[config.mk]
export PLATFORM = sky130hd
export DESIGN_NAME = hyperbola_cordic_rotator
export DESIGN_NICKNAME = d
export VERILOG_FILES = /design/src/rtl/hyperbola_pkg.sv /design/src/rtl/hyperbola_atanh_lut.sv /design/src/rtl/hyperbola_cordic_rotator.sv
export SDC_FILE = /design/constraint.sdc
export NUM_CORES = 1
export LEC_CHECK = 0
export BUFFER_PORTS_ARGS = -buffer_cell sky130_fd_sc_hd__buf_2
export CORE_ASPECT_RATIO = 1.1
export CORE_MARGIN = 4
export CORE_UTILIZATION = 58
export CTS_CLUSTER_DIAMETER = 80
export CTS_CLUSTER_SIZE = 10
export DETAILED_ROUTE_END_ITERATION = 12
export MAX_ROUTING_LAYER = met4
export PLACE_DENSITY = 0.83
export SYNTH_ARGS = -nofsm -noshare
export SYNTH_HDL_FRONTEND = slang
export SYNTH_SLANG_ARGS = --single-unit
[constraint.sdc]
create_clock -name clock -period 7.7 [get_ports clock]
set_input_delay 0.77 -clock clock [delete_from_list [all_inputs] [get_ports clock]]
set_output_delay 0.77 -clock clock [all_outputs]
set_load 0.05 [all_outputs]
[src/rtl/hyperbola_pkg.sv]
// ============================================================================
// Module      : hyperbola_pkg
// Description : Shared types, iteration constants and the atanh(2^-k) table
//               for the hyperbolic CORDIC engine.
// Revision    : 1.0 - initial release
// ============================================================================
`default_nettype none

package hyperbola_pkg;

    typedef enum logic [1:0] {
        IDLE = 2'd0,
        RUN  = 2'd1,
        COMP = 2'd2,
        DONE = 2'd3
    } state_t;

    // Shift indices that must execute twice for hyperbolic convergence.
    localparam int REPEAT_A = 4;
    localparam int REPEAT_B = 13;

    // 1/K for the repeated-index sequence, and its Q17 shift-add encoding.
    localparam real    INV_GAIN       = 1.2074970677630726;
    localparam int     INV_GAIN_SHIFT = 17;
    localparam longint INV_GAIN_Q     = longint'(INV_GAIN * 131072.0);

    function automatic int n_steps(input int iter);
        n_steps = iter + ((iter >= REPEAT_A) ? 1 : 0) + ((iter >= REPEAT_B) ? 1 : 0);
    endfunction

    // atanh(2^-k); beyond k=12 the cubic term of the series is exact to double precision.
    function automatic real atanh_real(input int k);
        real x;
        case (k)
            1:       atanh_real = 0.5493061443340549;
            2:       atanh_real = 0.2554128118829954;
            3:       atanh_real = 0.1256572141404530;
            4:       atanh_real = 0.0625815714770030;
            5:       atanh_real = 0.0312601784906670;
            6:       atanh_real = 0.0156262717520522;
            7:       atanh_real = 0.0078126589515404;
            8:       atanh_real = 0.0039062698683968;
            9:       atanh_real = 0.0019531274835326;
            10:      atanh_real = 0.0009765628104410;
            11:      atanh_real = 0.0004882812888051;
            12:      atanh_real = 0.0002441406298506;
            default: begin
                x = 1.0;
                for (int i = 0; i < k; i++) x = x / 2.0;
                atanh_real = (k <= 0) ? 0.0 : x + (x * x * x) / 3.0;
            end
        endcase
    endfunction

endpackage

`default_nettype wire

[src/rtl/hyperbola_atanh_lut.sv]
// ============================================================================
// Module      : hyperbola_atanh_lut
// Description : Combinational atanh(2^-k) table, rounded to FRAC_BITS bits.
// Revision    : 1.0 - initial release
// ============================================================================
`default_nettype none

module hyperbola_atanh_lut
    import hyperbola_pkg::*;
#(
    parameter int W         = 18,
    parameter int FRAC_BITS = 16
) (
    input  logic [4:0]   i_k,
    output logic [W-1:0] o_angle
);

    localparam real c_scale = real'(64'd1 << FRAC_BITS);

    logic [W-1:0] w_table [32];

    generate
        for (genvar i = 0; i < 32; i++) begin : g_entry
            if (i == 0) begin : g_zero
                // atanh(1) is unbounded; index 0 is never issued.
                assign w_table[i] = '0;
            end else begin : g_val
                localparam longint c_val = longint'(atanh_real(i) * c_scale);
                assign w_table[i] = W'(c_val);
            end
        end
    endgenerate

    assign o_angle = w_table[i_k];

endmodule

`default_nettype wire

[src/rtl/hyperbola_cordic_rotator.sv]
// ============================================================================
// Module      : hyperbola_cordic_rotator
// Description : Iterative hyperbolic CORDIC (rotation / vectoring) with
//               valid/ready handshakes. Define HYPERBOLA_GAIN_COMP_EN to add
//               a 1/K gain-compensation cycle.
// Revision    : 1.0 - initial release
// ============================================================================
`default_nettype none

module hyperbola_cordic_rotator
    import hyperbola_pkg::*;
#(
    parameter int DSIZE = 16,
    parameter int ITER  = 16,
    parameter int GUARD = 2
) (
    input  logic                    clock,
    input  logic                    rst,
    input  logic                    in_valid,
    output logic                    in_ready,
    input  logic                    in_mode,
    input  logic signed [DSIZE-1:0] in_x,
    input  logic signed [DSIZE-1:0] in_y,
    input  logic signed [DSIZE-1:0] in_z,
    output logic                    out_valid,
    input  logic                    out_ready,
    output logic signed [DSIZE-1:0] out_x,
    output logic signed [DSIZE-1:0] out_y,
    output logic signed [DSIZE-1:0] out_z
);

    localparam int c_lut_w = DSIZE + GUARD;
    // Three headroom bits cover worst-case growth (x+y)*prod(1+2^-k) plus 1/K.
    localparam int c_iw    = DSIZE + GUARD + 3;

    localparam logic [5:0]          c_last_step = 6'(n_steps(ITER) - 1);
    localparam logic signed [c_iw:0] c_half     = (c_iw + 1)'((1 << GUARD) >> 1);
    localparam logic signed [c_iw:0] c_max      = (c_iw + 1)'((64'd1 << (DSIZE - 1)) - 64'd1);
    localparam logic signed [c_iw:0] c_min      = ~c_max;

    state_t                 r_state;
    logic                   r_mode;
    logic signed [c_iw-1:0] r_x;
    logic signed [c_iw-1:0] r_y;
    logic signed [c_iw-1:0] r_z;
    logic [5:0]             r_step;
    logic [4:0]             r_k;
    logic                   r_rep;
    logic                   r_in_ready;
    logic                   r_out_valid;
    logic signed [DSIZE-1:0] r_out_x;
    logic signed [DSIZE-1:0] r_out_y;
    logic signed [DSIZE-1:0] r_out_z;

    logic [c_lut_w-1:0]     w_angle;
    logic signed [c_iw-1:0] w_angle_ext;
    logic signed [c_iw-1:0] w_x_sh;
    logic signed [c_iw-1:0] w_y_sh;
    logic signed [c_iw-1:0] w_x_nxt;
    logic signed [c_iw-1:0] w_y_nxt;
    logic signed [c_iw-1:0] w_z_nxt;
    logic                   w_dir_pos;
    logic                   w_last_step;
    logic                   w_repeat;

    hyperbola_atanh_lut #(
        .W         (c_lut_w),
        .FRAC_BITS (DSIZE - 2 + GUARD)
    ) u_lut (
        .i_k     (r_k),
        .o_angle (w_angle)
    );

    always_comb begin
        w_angle_ext = c_iw'(w_angle);
        w_dir_pos   = r_mode ? r_y[c_iw-1] : ~r_z[c_iw-1];
        w_x_sh      = r_x >>> r_k;
        w_y_sh      = r_y >>> r_k;
        w_x_nxt     = w_dir_pos ? (r_x + w_y_sh) : (r_x - w_y_sh);
        w_y_nxt     = w_dir_pos ? (r_y + w_x_sh) : (r_y - w_x_sh);
        w_z_nxt     = w_dir_pos ? (r_z - w_angle_ext) : (r_z + w_angle_ext);
        w_last_step = (r_step == c_last_step);
        w_repeat    = ((r_k == 5'(REPEAT_A)) || (r_k == 5'(REPEAT_B))) && !r_rep;
    end

    // Round half-up at the guard boundary, then clamp to the output range.
    function automatic logic [DSIZE-1:0] round_sat(input logic signed [c_iw-1:0] v);
        logic signed [c_iw:0] t;
        t = (c_iw + 1)'(v);
        t = (t + c_half) >>> GUARD;
        if (t > c_max)
            t = c_max;
        else if (t < c_min)
            t = c_min;
        return t[DSIZE-1:0];
    endfunction

`ifdef HYPERBOLA_GAIN_COMP_EN
    localparam int                          c_acc_w     = c_iw + INV_GAIN_SHIFT + 2;
    localparam logic [INV_GAIN_SHIFT:0]     c_inv_q     = (INV_GAIN_SHIFT + 1)'(INV_GAIN_Q);
    localparam logic signed [c_acc_w-1:0]   c_comp_half = c_acc_w'(64'd1 << (INV_GAIN_SHIFT - 1));

    // Exact shift-add product with the Q17 constant, rounded once at the end.
    function automatic logic signed [c_iw-1:0] gain_comp(input logic signed [c_iw-1:0] v);
        logic signed [c_acc_w-1:0] ext;
        logic signed [c_acc_w-1:0] acc;
        ext = c_acc_w'(v);
        acc = '0;
        for (int b = 0; b <= INV_GAIN_SHIFT; b++) begin
            if (c_inv_q[b]) acc = acc + (ext <<< b);
        end
        acc = (acc + c_comp_half) >>> INV_GAIN_SHIFT;
        return acc[c_iw-1:0];
    endfunction
`endif

    always_ff @(posedge clock) begin
        if (rst) begin
            r_state     <= IDLE;
            r_mode      <= 1'b0;
            r_x         <= '0;
            r_y         <= '0;
            r_z         <= '0;
            r_step      <= '0;
            r_k         <= '0;
            r_rep       <= 1'b0;
            r_in_ready  <= 1'b1;
            r_out_valid <= 1'b0;
            r_out_x     <= '0;
            r_out_y     <= '0;
            r_out_z     <= '0;
        end else begin
            case (r_state)
                IDLE: begin
                    if (in_valid && r_in_ready) begin
                        r_x        <= c_iw'(in_x) <<< GUARD;
                        r_y        <= c_iw'(in_y) <<< GUARD;
                        r_z        <= c_iw'(in_z) <<< GUARD;
                        r_mode     <= in_mode;
                        r_step     <= '0;
                        r_k        <= 5'd1;
                        r_rep      <= 1'b0;
                        r_in_ready <= 1'b0;
                        r_state    <= RUN;
                    end
                end
                RUN: begin
                    r_x    <= w_x_nxt;
                    r_y    <= w_y_nxt;
                    r_z    <= w_z_nxt;
                    r_step <= r_step + 6'd1;
                    if (w_repeat) begin
                        r_rep <= 1'b1;
                    end else begin
                        r_k   <= r_k + 5'd1;
                        r_rep <= 1'b0;
                    end
                    if (w_last_step) begin
`ifdef HYPERBOLA_GAIN_COMP_EN
                        r_state <= COMP;
`else
                        r_state <= DONE;
`endif
                    end
                end
`ifdef HYPERBOLA_GAIN_COMP_EN
                COMP: begin
                    r_x     <= gain_comp(r_x);
                    r_y     <= gain_comp(r_y);
                    r_state <= DONE;
                end
`endif
                DONE: begin
                    // First DONE cycle registers the results; they then hold until taken.
                    if (!r_out_valid) begin
                        r_out_x     <= round_sat(r_x);
                        r_out_y     <= round_sat(r_y);
                        r_out_z     <= round_sat(r_z);
                        r_out_valid <= 1'b1;
                    end else if (out_ready) begin
                        r_out_valid <= 1'b0;
                        r_in_ready  <= 1'b1;
                        r_state     <= IDLE;
                    end
                end
                default: begin
                    r_state    <= IDLE;
                    r_in_ready <= 1'b1;
                end
            endcase
        end
    end

    assign in_ready  = r_in_ready;
    assign out_valid = r_out_valid;
    assign out_x     = r_out_x;
    assign out_y     = r_out_y;
    assign out_z     = r_out_z;

endmodule

`default_nettype wire

Yosys cells after proc, flatten, opt, wreduce, memory -nomap -nowiden
Memories as Yosys holds them, arrays and structs flattened.
Index checks and enable logic that the tools add are counted.
{"block": "totals", "regBits": 128, "romBits": 576, "in_bits": 53, "output_inout_bits": 50, "wordCells": 96, "mem_count": 1}
{"block": "classes", "add_sub_neg": 11, "n_lt_le_gt_ge": 7, "eq_ne": 10, "shifts": 2, "muxes": 36, "n_bitwise": 4, "reduce_logical": 12}
{"memory": "(no name shown)", "words": 32, "width": 18, "rd": 1, "rd_ports_with_merged_regs": 0, "write_ports": 0, "line_no": "hyperbola_atanh_lut.sv:34", "source": "assign o_angle = w_table[i_k];"}
{"cell": "two-way mux 21 bit", "count": 6}
{"cell": "case mux 21 bit (2 select lines)", "count": 3}
{"cell": "two-way mux 16 bit", "count": 6}
{"cell": "adder 21 x 3 -> 22 bit, second input constant", "count": 3}
{"cell": "> comparator 20 x 16 -> 1 bit, second input constant", "count": 3}
{"cell": "less-than comparator 20 x 16 -> 1 bit, second input constant", "count": 3}
{"cell": "adder 21 bit", "count": 2}
{"cell": ">>> shifter 21 x 5 -> 21 bit", "count": 2}
{"cell": "subtractor 21 bit", "count": 2}
{"cell": "two-way mux 18 bit", "count": 2}
{"cell": "adder 21 x 19 -> 21 bit", "count": 1}
{"cell": "subtractor 21 x 19 -> 21 bit", "count": 1}
{"cell": "case mux 6 bit (2 select lines)", "count": 1}
{"cell": "two-way mux 5 bit", "count": 2}
{"cell": "inequality test 2 bit, second input constant", "count": 5}
{"cell": "case mux 5 bit (2 select lines)", "count": 1}
{"cell": "two-way mux 2 bit", "count": 4}
{"cell": "AND reduction 4 bit", "count": 2}
{"cell": "two-way mux 1 bit", "count": 7}
{"cell": "adder 6 x 1 -> 6 bit, second input constant", "count": 1}
{"cell": "== test 6 x 5 -> 1 bit, second input constant", "count": 1}
{"cell": ">= comparator 6 bit, second input constant", "count": 1}
{"cell": "two-way mux 6 bit", "count": 1}
{"cell": "inverter 5 -> 6 bit", "count": 1}
{"cell": "16 further kinds", "count": 21}

Logic depth before layout (Yosys ltp)
Gate-level depths: netlist of the first run.
{"block": "logic_depth", "depth_word": 7, "depth_mapped": 27, "mapped_depth_nobuf": 24}

Hierarchy
From an unflattened synthesis of the first run, not the netlist that was laid out.
{"block": "unflattened", "hier_cells": 1686, "hier_area_um2": 13305.3}
{"mod": "hyperbola_cordic_rotator", "n_inst": 1, "cells_each": 1644, "area_each_um2": 13036.3, "seq_area_each_um2": 2562.5}
{"mod": "hyperbola_atanh_lut", "n_inst": 1, "cells_each": 42, "area_each_um2": 269.0, "seq_area_each_um2": 0.0}

Worst setup path before layout of the first run
No wires, ideal clock.
{"block": "synth_timing", "path_kind": "register to register", "startpoint": "register r_k[0]", "endpoint": "register r_z[19]", "setup_time_ps": 74, "arrival_ps": 5600, "slack_ps": 2026, "path_stages_with_launch": 25, "n_path_buf": 4, "path_cell_list": "dfxtp_1 > buf_6 > buf_2 > inv_2 > buf_1 > ha_1 > buf_1 > mux2_2 > nand2_1 > a21oi_1 > or4_1 > a21oi_1 > a21boi_0 > o21ai_0 > o311ai_0 > nand2_1 > ha_1 > a21o_1 > a21o_1 > a21o_1 > o41ai_1 > o21ai_0 > and2_1 > or4_1 > a31oi_1"}
{"block": "synth_via", "elab_chain_cells": 7, "word_cells_on_any_way": 8, "cone_classes": "2 x add/sub; 4 x mux; 1 x bitwise; 1 x memory"}
{"item": "start: declaration", "line_no": "hyperbola_cordic_rotator.sv:47", "source": "logic [4:0] r_k;"}
{"item": "start signal: assignment", "line_no": "hyperbola_cordic_rotator.sv:155", "source": "r_k <= r_k + 5'd1;"}
{"item": "inverter 5 -> 6 bit (implied by the code) (*)", "line_no": "hyperbola_atanh_lut.sv:34"}
{"item": "memory read (32 x 18 bit) (*)"}
{"item": "two-way mux 18 bit (implied by the code) (*) (2 in series)", "line_no": "hyperbola_atanh_lut.sv:34"}
{"item": "adder 21 x 19 -> 21 bit / subtractor 21 x 19 -> 21 bit (equally long branches)", "line_no": "hyperbola_cordic_rotator.sv:81", "source": "w_z_nxt = w_dir_pos ? (r_z - w_angle_ext) : (r_z + w_angle_ext);"}
{"item": "two-way mux 21 bit (*)", "line_no": "hyperbola_cordic_rotator.sv:81"}
{"item": "case mux 21 bit (2 select lines) (*)", "line_no": "hyperbola_cordic_rotator.sv:133", "source": "case (r_state)"}
{"item": "end signal: assignment", "line_no": "hyperbola_cordic_rotator.sv:138", "source": "r_z <= c_iw'(in_z) <<< GUARD;"}
{"item": "end signal: assignment", "line_no": "hyperbola_cordic_rotator.sv:150", "source": "r_z <= w_z_nxt;"}
{"item": "end: declaration", "line_no": "hyperbola_cordic_rotator.sv:45", "source": "logic signed [c_iw-1:0] r_z;"}
Every way passes the cells marked *; elsewhere a longest branch is shown, timed or not. The select of a mux whose other input is x is not followed.
A chain may end at the register's enable or synchronous reset.

Final worst setup path of the first run
Ends and elaborated chain as after synthesis.

==> results of run 1 <==
registers in the layout, summed over array words and instances, names as in the netlist:
| register | flops |
|---|---|
| r_x | 21 |
| r_y | 21 |
| r_z | 21 |
| out_x | 16 |
| out_y | 16 |
| out_z | 16 |
| r_step | 6 |
| r_k | 5 |
| r_state | 2 |
| in_ready | 1 |
| out_valid | 1 |
| r_mode | 1 |
| r_rep | 1 |
worst paths after layout:
kind             start        end  slack, ns  cells after the start
max reg2reg     r_k[0]    r_z[19]       1.42                     20
min          out_z[15]  out_z[15]       0.47                      2
min reg2reg  out_z[15]  out_z[15]       0.47                      2
max             r_k[0]    r_z[19]       1.42                     20
synthesized netlist by cell type, drive strengths merged (7+ instances only):
library cell	count	area, µm²
o21ai	74	370.4
o31ai	15	112.6
nand2b	21	131.4
dfxtp	128	2562
a211oi	8	60.06
xor2	78	683.2
a21oi	143	715.7
mux4	46	1040
a31oi	26	162.7
a221oi	10	87.58
nor3	52	260.3
mux2	9	105.1
mux2i	44	440.4
inv	36	135.1
nor2b	16	100.1
and2	11	68.82
a22oi	33	247.7
xnor2	57	499.2
nor2	182	683.2
clkbuf	96	361.6
buf	36	172.7
o22ai	20	125.1
or3	8	50.05
a311oi	10	87.58
a21o	28	210.2
o21a	26	195.2
or2	7	43.79
ha	81	1013
nand2	184	690.7
nand4	18	112.6
nor3b	9	67.56
nand3	57	290.3
o211a	19	190.2
and3	24	150.1
power by group:
| part | switching, mW | leakage (nW) | total [mW] | internal [mW] |
|---|---|---|---|---|
| clock | 0.349 | 0.276 | 0.833 | 0.483 |
| sequential | 0.215 | 1.04 | 0.943 | 0.728 |
| combinational | 1.15 | 4.63 | 2.03 | 0.876 |
worst register-to-register path, stage by stage (launching register included):
cell and delay, ns:
dfxtp_2 0.78, inv_2 0.41, ha_1 0.43, mux2_2 0.30, nand2_1 0.07, a21oi_1 0.16
or4_1 0.58, a21oi_1 0.17, a21boi_0 0.28, o21ai_0 0.25, o311ai_0 0.34, nand2_1 0.10
ha_1 0.20, a21o_1 0.18, a21o_1 0.19, a21o_1 0.20, o41ai_1 0.49, o21ai_0 0.20
and2_1 0.21, or4_1 0.47, a31oi_1 0.20
placed cells by master, fill, tap and decap left out, types with 17 or more instances in the layout:
cell | Yosys | routed
inv_1 | 35 | 35
nand2b_1 | 21 | 20
xor2_1 | 78 | 78
nand4_1 | 18 | 18
xnor2_1 | 57 | 57
o211a_1 | 19 | 19
clkbuf_16 | 0 | 17
nor3_1 | 52 | 52
nand2_1 | 184 | 184
a31oi_1 | 26 | 26
mux4_2 | 45 | 45
ha_1 | 81 | 81
nor2_1 | 182 | 180
buf_2 | 15 | 101
a21o_1 | 28 | 28
nand3_1 | 56 | 56
o22ai_1 | 20 | 20
a22oi_1 | 33 | 33
buf_4 | 1 | 17
and3_1 | 24 | 24
o21a_1 | 26 | 26
dfxtp_1 | 128 | 125
mux2i_1 | 44 | 44
o21ai_0 | 72 | 72
a21oi_1 | 143 | 142
layout make-up:
class	instances	area (µm²)	share of cell area [%]
Clock buffer	18	429.2	3.039
Clock inverter	13	155.1	1.099
Inverter	38	142.6	1.010
Multi-Input combinational cell	1402	9824	69.57
Sequential cell	128	2569	18.19
Tap cell	295	369.1	2.614
Timing Repair Buffer	118	633.1	4.483
stage by stage:
| stage | power, mW | utilization [%] | setup slack (ns) | cell area (µm²) |
|---|---|---|---|---|
| after CTS | 3.757 | 63.88 | 1.427 | 14120 |
| after global routing | 4.050 | 63.88 | 0.7413 | 14120 |
| final | 3.803 | 63.88 | 1.420 | 14120 |
| after detailed placement | 2.906 | 61.23 | 1.479 | 13540 |
| after global placement | 2.845 | 61.23 | 1.657 | 13540 |
| after floorplan | 2.471 | - | 2.026 | 13030 |
cell families after synthesis:
logic type	share of synthesized area (%)
xor gates and xnor gates	9.072
adders and majority gates	8.237
AOI/OAI and AO/OA	24.05
and+or+nand+nor	21.63
DFF	19.66
muxes	12.16
buffers and inverters	5.193
routing by layer:
| layer | up-vias | GRT usage, % | wire length [µm] | part of all wire, % |
|---|---|---|---|---|
| li1 | 6230 | - | - | - |
| met1 | 6224 | 43.80 | 17130 | 43 |
| met2 | 691 | 50.90 | 17860 | 44 |
| met3 | 143 | 4.995 | 3650 | 9.1 |
| met4 | 0 | 12.78 | 1559 | 3.9 |
| met5 | - | - | 0 | 0 |
==> qor.txt, run 1 <==
Status: completed
Top Ports: 103
Gate Count Post-Synth: 1700
Main flop type after synthesis: dfxtp_1
Chain of cells forming the critical path: inv_2 -> ha_1 -> mux2_2 -> nand2_1 -> a21oi_1 -> or4_1 -> a21oi_1 -> a21boi_0 -> o21ai_0 -> o311ai_0 -> nand2_1 -> ha_1 -> a21o_1 -> a21o_1 -> a21o_1 -> o41ai_1 -> o21ai_0 -> and2_1 -> or4_1 -> a31oi_1
Number of routed nets with antenna violations: 0
Max FO, Critical Path: 27
CP required: 8.05 ns
Buffer and inverter count on the worst path: 1
Die Ht: 165.2 µm
Clock slew at reported path FFs: 0.06 ns
Worst-case hold slack: 0.4653 ns
Remaining max-slew budget at the tightest pin: 23.53%
Classification of the worst setup path: register to register
Clock Skew: 0.009188 ns
Library cell contributing the largest single delay on the critical path: dfxtp_2
Setup fix buffers added after clock tree synthesis: 0
Share of the cycle needed by the critical path after routing: 81.55%
Maxcap violations: 0
First-iteration detailed-routing DRC count: 1355
Post-synth design cell area: 0.01303 mm²
Antenna violations before repair: 0
Wire length of the first global-routing pass: 64.54 mm
Nets: 1842
Area of the die: 0.02494 mm²
Dpl cells: 1981
Final instance count without filler cells: 2012
Pins over their slew limit: 0
Syn Area/Cell: 7.667 µm²
Cell family with most CP delay: compound AO/OA/AOI/OAI gates
Maximum vdd ir drop: 0.1617 mV
CTS sink count: 128
Post-detail-place hpwl: 28.40 mm
Hold/Removal Path Class: register to register
Final weighted congestion in routability-driven placement: 0.9987
Total congestion overflow after global routing: 0
Area of the core region: 0.02211 mm²
Synth cell types: 81
Most frequent cell on the critical path: a21o_1
# fillers: 1951
Max Clk Rate: 159.2 MHz
Detailed Routing Iterations Pass 1: 6
Setup TNS after final layout: 0 ns
Final critical path time including I/O delays and setup: 6.280 ns
CTS tree: built
Number of inserted diodes: 0
Count of port buffers added during placement: 102
Synth-to-Final Area Change: 8.352%
Share of post-route cells with drive strength above 1: 13.34%
Setup violations, final: 0
Worst Max-Slew Pin Slew: 1.147 ns
Via total after detailed routing: 13.29k
Via/cell ratio: 6.604
Vias in the first global route: 12.37k
Overall Global Routing Usage: 32.98%
Remaining routing DRC violations: 0
Data arrival, critical path: 6.63 ns
Fraction of registers with async set or reset after synthesis: 0%
Setup repair after global routing missed its margin: no
Number of CTS-inserted buffers: 17
Post-synth EDFFs: 0
Total power density per cell area: 269.3 mW/mm²
Number of flip-flops and latches in the synthesized netlist: 128
Cells resized by post-CTS repair: 0
Slowest stage delay, CP: 0.78 ns
Root buffer cell: clkbuf_16
Final-report hold violation count: 0
Leakage power figure: 5.955 nW
Starting density of the core: 58.95%
Skew-Pair Late Insertion Delay: 0.43 ns
CP Capture Type: register
Rows: 57
Startpoint Class: register
Maximum number of pins on one net before global-route repair: 76
Depth of the CTS H-tree: 4
Average routed wire per standard cell: 19.98 µm
Total Routed Length: 40.20 mm
Sequential share of the synthesized area: 19.66%
Die Span X: 150.9 µm
Count of hold buffers inserted by post-cts repair: 0
CTS Buffer Depth: 2
Synthesis Warnings: 0
Post-Syn Nets: 1837
Note: power is estimated with default switching activity, not from simulation.
==> run 2: changes to the inputs <==
Settings changed: ABC_AREA from default to 1, PLACE_DENSITY 0.83 to 0.84.
Clock period 7.7 ns to 5.8 ns, I/O delays scaled along.
==> qor.txt, run 2 <==
Status: completed
Setup TNS after final layout: 0 ns
Sequential share of the synthesized area: 19.79%
R2r worst-path depth: 23
Final-report hold violation count: 0
WHS Endpoint: r_y[12]
Post-synth EDFFs: 0
Root buffer cell: clkbuf_16
Remaining routing DRC violations: 0
# fillers: 2112
Gate Count Post-Synth: 2169
Detailed Routing Iterations Pass 1: 6
Syn Area/Cell: 5.970 µm²
Nets: 2355
Simple logic cell fraction of the synthesized area: 34.90%
Terminus of the critical flop-to-flop path: r_z[17]
Hold/Removal Path Class: input pin to register
Fraction of registers with async set or reset after synthesis: 0%
Die Span X: 150.5 µm
Final critical path time including I/O delays and setup: 5.210 ns
Antenna violations before repair: 0
Die Ht: 164.7 µm
Setup fix buffers added after clock tree synthesis: 0
Count of port buffers added during placement: 102
Maximum number of pins on one net before global-route repair: 78
Leading cell types by total area after synthesis: dfxtp_1, nand2_1, ha_1
Post-synth design cell area: 0.01295 mm²
Classification of the worst setup path: register to register
Final weighted congestion in routability-driven placement: 1.042
Setup repair after global routing missed its margin: no
Register-to-register setup slack: 0.59 ns
Clock slew at reported path FFs: 0.08 ns
Post-synth top cells: nand2_1, inv_1, a21oi_1
Starting density of the core: 58.76%
Setup violations, final: 0
Rows: 57
Via total after detailed routing: 14.96k
Largest area contributor in the netlist: dfxtp_1
Share of post-route cells with drive strength above 1: 9.771%
CP Capture Type: register
Synth cell types: 58
Overall Global Routing Usage: 36.09%
Vias in the first global route: 14.11k
Largest registers: r_x (21), r_y (21), r_z (21)
Slowest stage delay, CP: 0.66 ns
Main flop type after synthesis: dfxtp_1
Depth of the CTS H-tree: 4
Area share of xor/xnor cells in the synthesized design: 6.146%
Average routed wire per standard cell: 17.34 µm
Commonest non-fill, non-tap cell in the layout: nand2_1
Buffer and inverter count on the worst path: 4
Startpoint Class: register
CTS Buffer Depth: 2
Remaining max-slew budget at the tightest pin: 18.07%
Chain of cells forming the critical path: inv_2 -> nor2_1 -> inv_1 -> o21ai_0 -> inv_1 -> ha_1 -> nand2_1 -> nor3_1 -> nand2_1 -> nor2_1 -> nor2_1 -> xor2_1 -> inv_1 -> ha_1 -> nand2_1 -> nor4_1 -> a21oi_1 -> o21bai_1 -> nand2_1 -> nand2_1 -> or2_2 -> nand3_1 -> a31oi_1
First-iteration detailed-routing DRC count: 1275
Skew-Pair Late Insertion Delay: 0.44 ns
Highest-count cells in the layout ignoring fill and taps: nand2_1, inv_1, a21oi_1
Wire length of the first global-routing pass: 69.77 mm
Pins over their slew limit: 0
Worst Max-Slew Pin Slew: 1.229 ns
Max FO, Critical Path: 14
Post-Syn Nets: 2306
CTS tree: built
Cell family with most CP delay: simple AND/OR/NAND/NOR gates
Top Ports: 103
Area share of fa/ha/maj cells after synthesis: 8.291%
Synth-to-Final Area Change: 9.209%
Via/cell ratio: 5.924
Number of inserted diodes: 0
Share of the synthesized area in compound gates (AO/OA/AOI/OAI): 21.00%
Maxcap violations: 0
Post-detail-place hpwl: 32.57 mm
Number of CTS-inserted buffers: 17
Share of synthesized area spent on multiplexers: 0.07730%
Area of the die: 0.02478 mm²
Synth top area share: 19.79%
Synthesis Warnings: 0
Total congestion overflow after global routing: 0
Max Clk Rate: 191.9 MHz
Data arrival, critical path: 5.55 ns
Total Routed Length: 43.81 mm
Area of the core region: 0.02204 mm²
Cell depth of the worst min-delay path: 3
Most frequently used cell type in the post-synthesis netlist: nand2_1
Library cell contributing the largest single delay on the critical path: nor2_1
Number of flip-flops and latches in the synthesized netlist: 128
Clock Skew: 0.01462 ns
Startpoint of the worst hold path: in_y[10]
FF-to-FF Start: r_k[3]
Dominant combinational cell family by area after synthesis: simple AND/OR/NAND/NOR gates
CTS sink count: 128
Most frequent cell on the critical path: nand2_1
Number of routed nets with antenna violations: 0
CP required: 6.14 ns
Share of the cycle needed by the critical path after routing: 89.83%
-- run 2: changes by cell type after synthesis, moves of 25 or more --
cell and change:
xnor2_1 -32, mux2i_1 -43, nor3_1 -25, a21oi_1 +52, nand2_1 +392, a22oi_1 -30
o21ai_0 +109, nand3_1 +124, clkbuf_1 -43, mux4_2 -45, inv_1 +177
-- run 2: cell type report --
| class | instances | area, µm² | share of cell area, % |
|---|---|---|---|
| clock buffers | 18 | 439.2 | 3.106 |
| clock inverters | 14 | 146.4 | 1.035 |
| inverters | 219 | 824.5 | 5.831 |
| multi-input cells | 1730 | 9136 | 64.61 |
| flip-flops and latches | 128 | 2565 | 18.14 |
| well taps | 295 | 369.1 | 2.610 |
| repair buffers | 122 | 660.6 | 4.672 |
-- run 2: worst min-delay path: stages --
cell and delay, ns:
buf_2 0.09, nand2_1 0.05, a31oi_1 0.07
-- run 2: what timing repair did --
item / 4_1_cts / 5_1_grt
hold buffers: 0 / 0
gates resized for setup: 0 / 1
setup endpoints to repair: 0 / 2
-- run 2: routing by layer --
layer	GRT usage, %	up-vias	share of wire, %	routed length, µm
li1	-	7326	-	-
met1	43.26	6855	41	17890
met2	59.94	640	47	20540
met3	5.708	143	7.9	3452
met4	15.89	0	4.4	1935
met5	-	-	0	0
-- run 2: through the flow --
| stage | hold slack (ns) | setup slack (ns) | instance area (µm²) | util (%) | std cells |
|---|---|---|---|---|---|
| 2_1_floorplan | 0.4409 | 1.959 | 12950 | - | 2169 |
| 3_3_place_gp | 0.4474 | 0.8247 | 13550 | 61.51 | 2494 |
| 3_5_place_dp | 0.4586 | 0.6228 | 13550 | 61.51 | 2494 |
| 5_1_grt | 0.4236 | 0.1557 | 14140 | 64.17 | 2526 |
| 6_report | 0.4095 | 0.5898 | 14140 | 64.17 | 2526 |
| 4_1_cts | 0.4051 | 0.5811 | 14140 | 64.16 | 2526 |
-- run 2: worst max-delay path by stage --
| stage | from | end | slack, ns | cells past startpoint |
|---|---|---|---|---|
| 6_report | r_k[3] | r_z[17] | 0.59 | 23 |
| 5_1_grt | r_k[0] | r_y[17] | 0.16 | 29 |
| 4_1_cts | r_k[4] | r_y[17] | 0.58 | 25 |
| 3_5_place_dp | r_k[4] | r_y[17] | 0.62 | 25 |
| 3_3_place_gp | r_k[4] | r_y[17] | 0.82 | 25 |
| 2_1_floorplan | r_k[1] | r_y[17] | 1.96 | 27 |
-- run 2: kinds of logic after synthesis --
group / Yosys count
compound gates: 495
mux: 1
buf+inv: 311
flops: 128
fa+ha+maj: 84
xor+xnor: 90
simple gates: 1060
Power of run 2 is not shown: default switching activity piles up to over one toggle a cycle in this logic, so the estimate is an artifact.
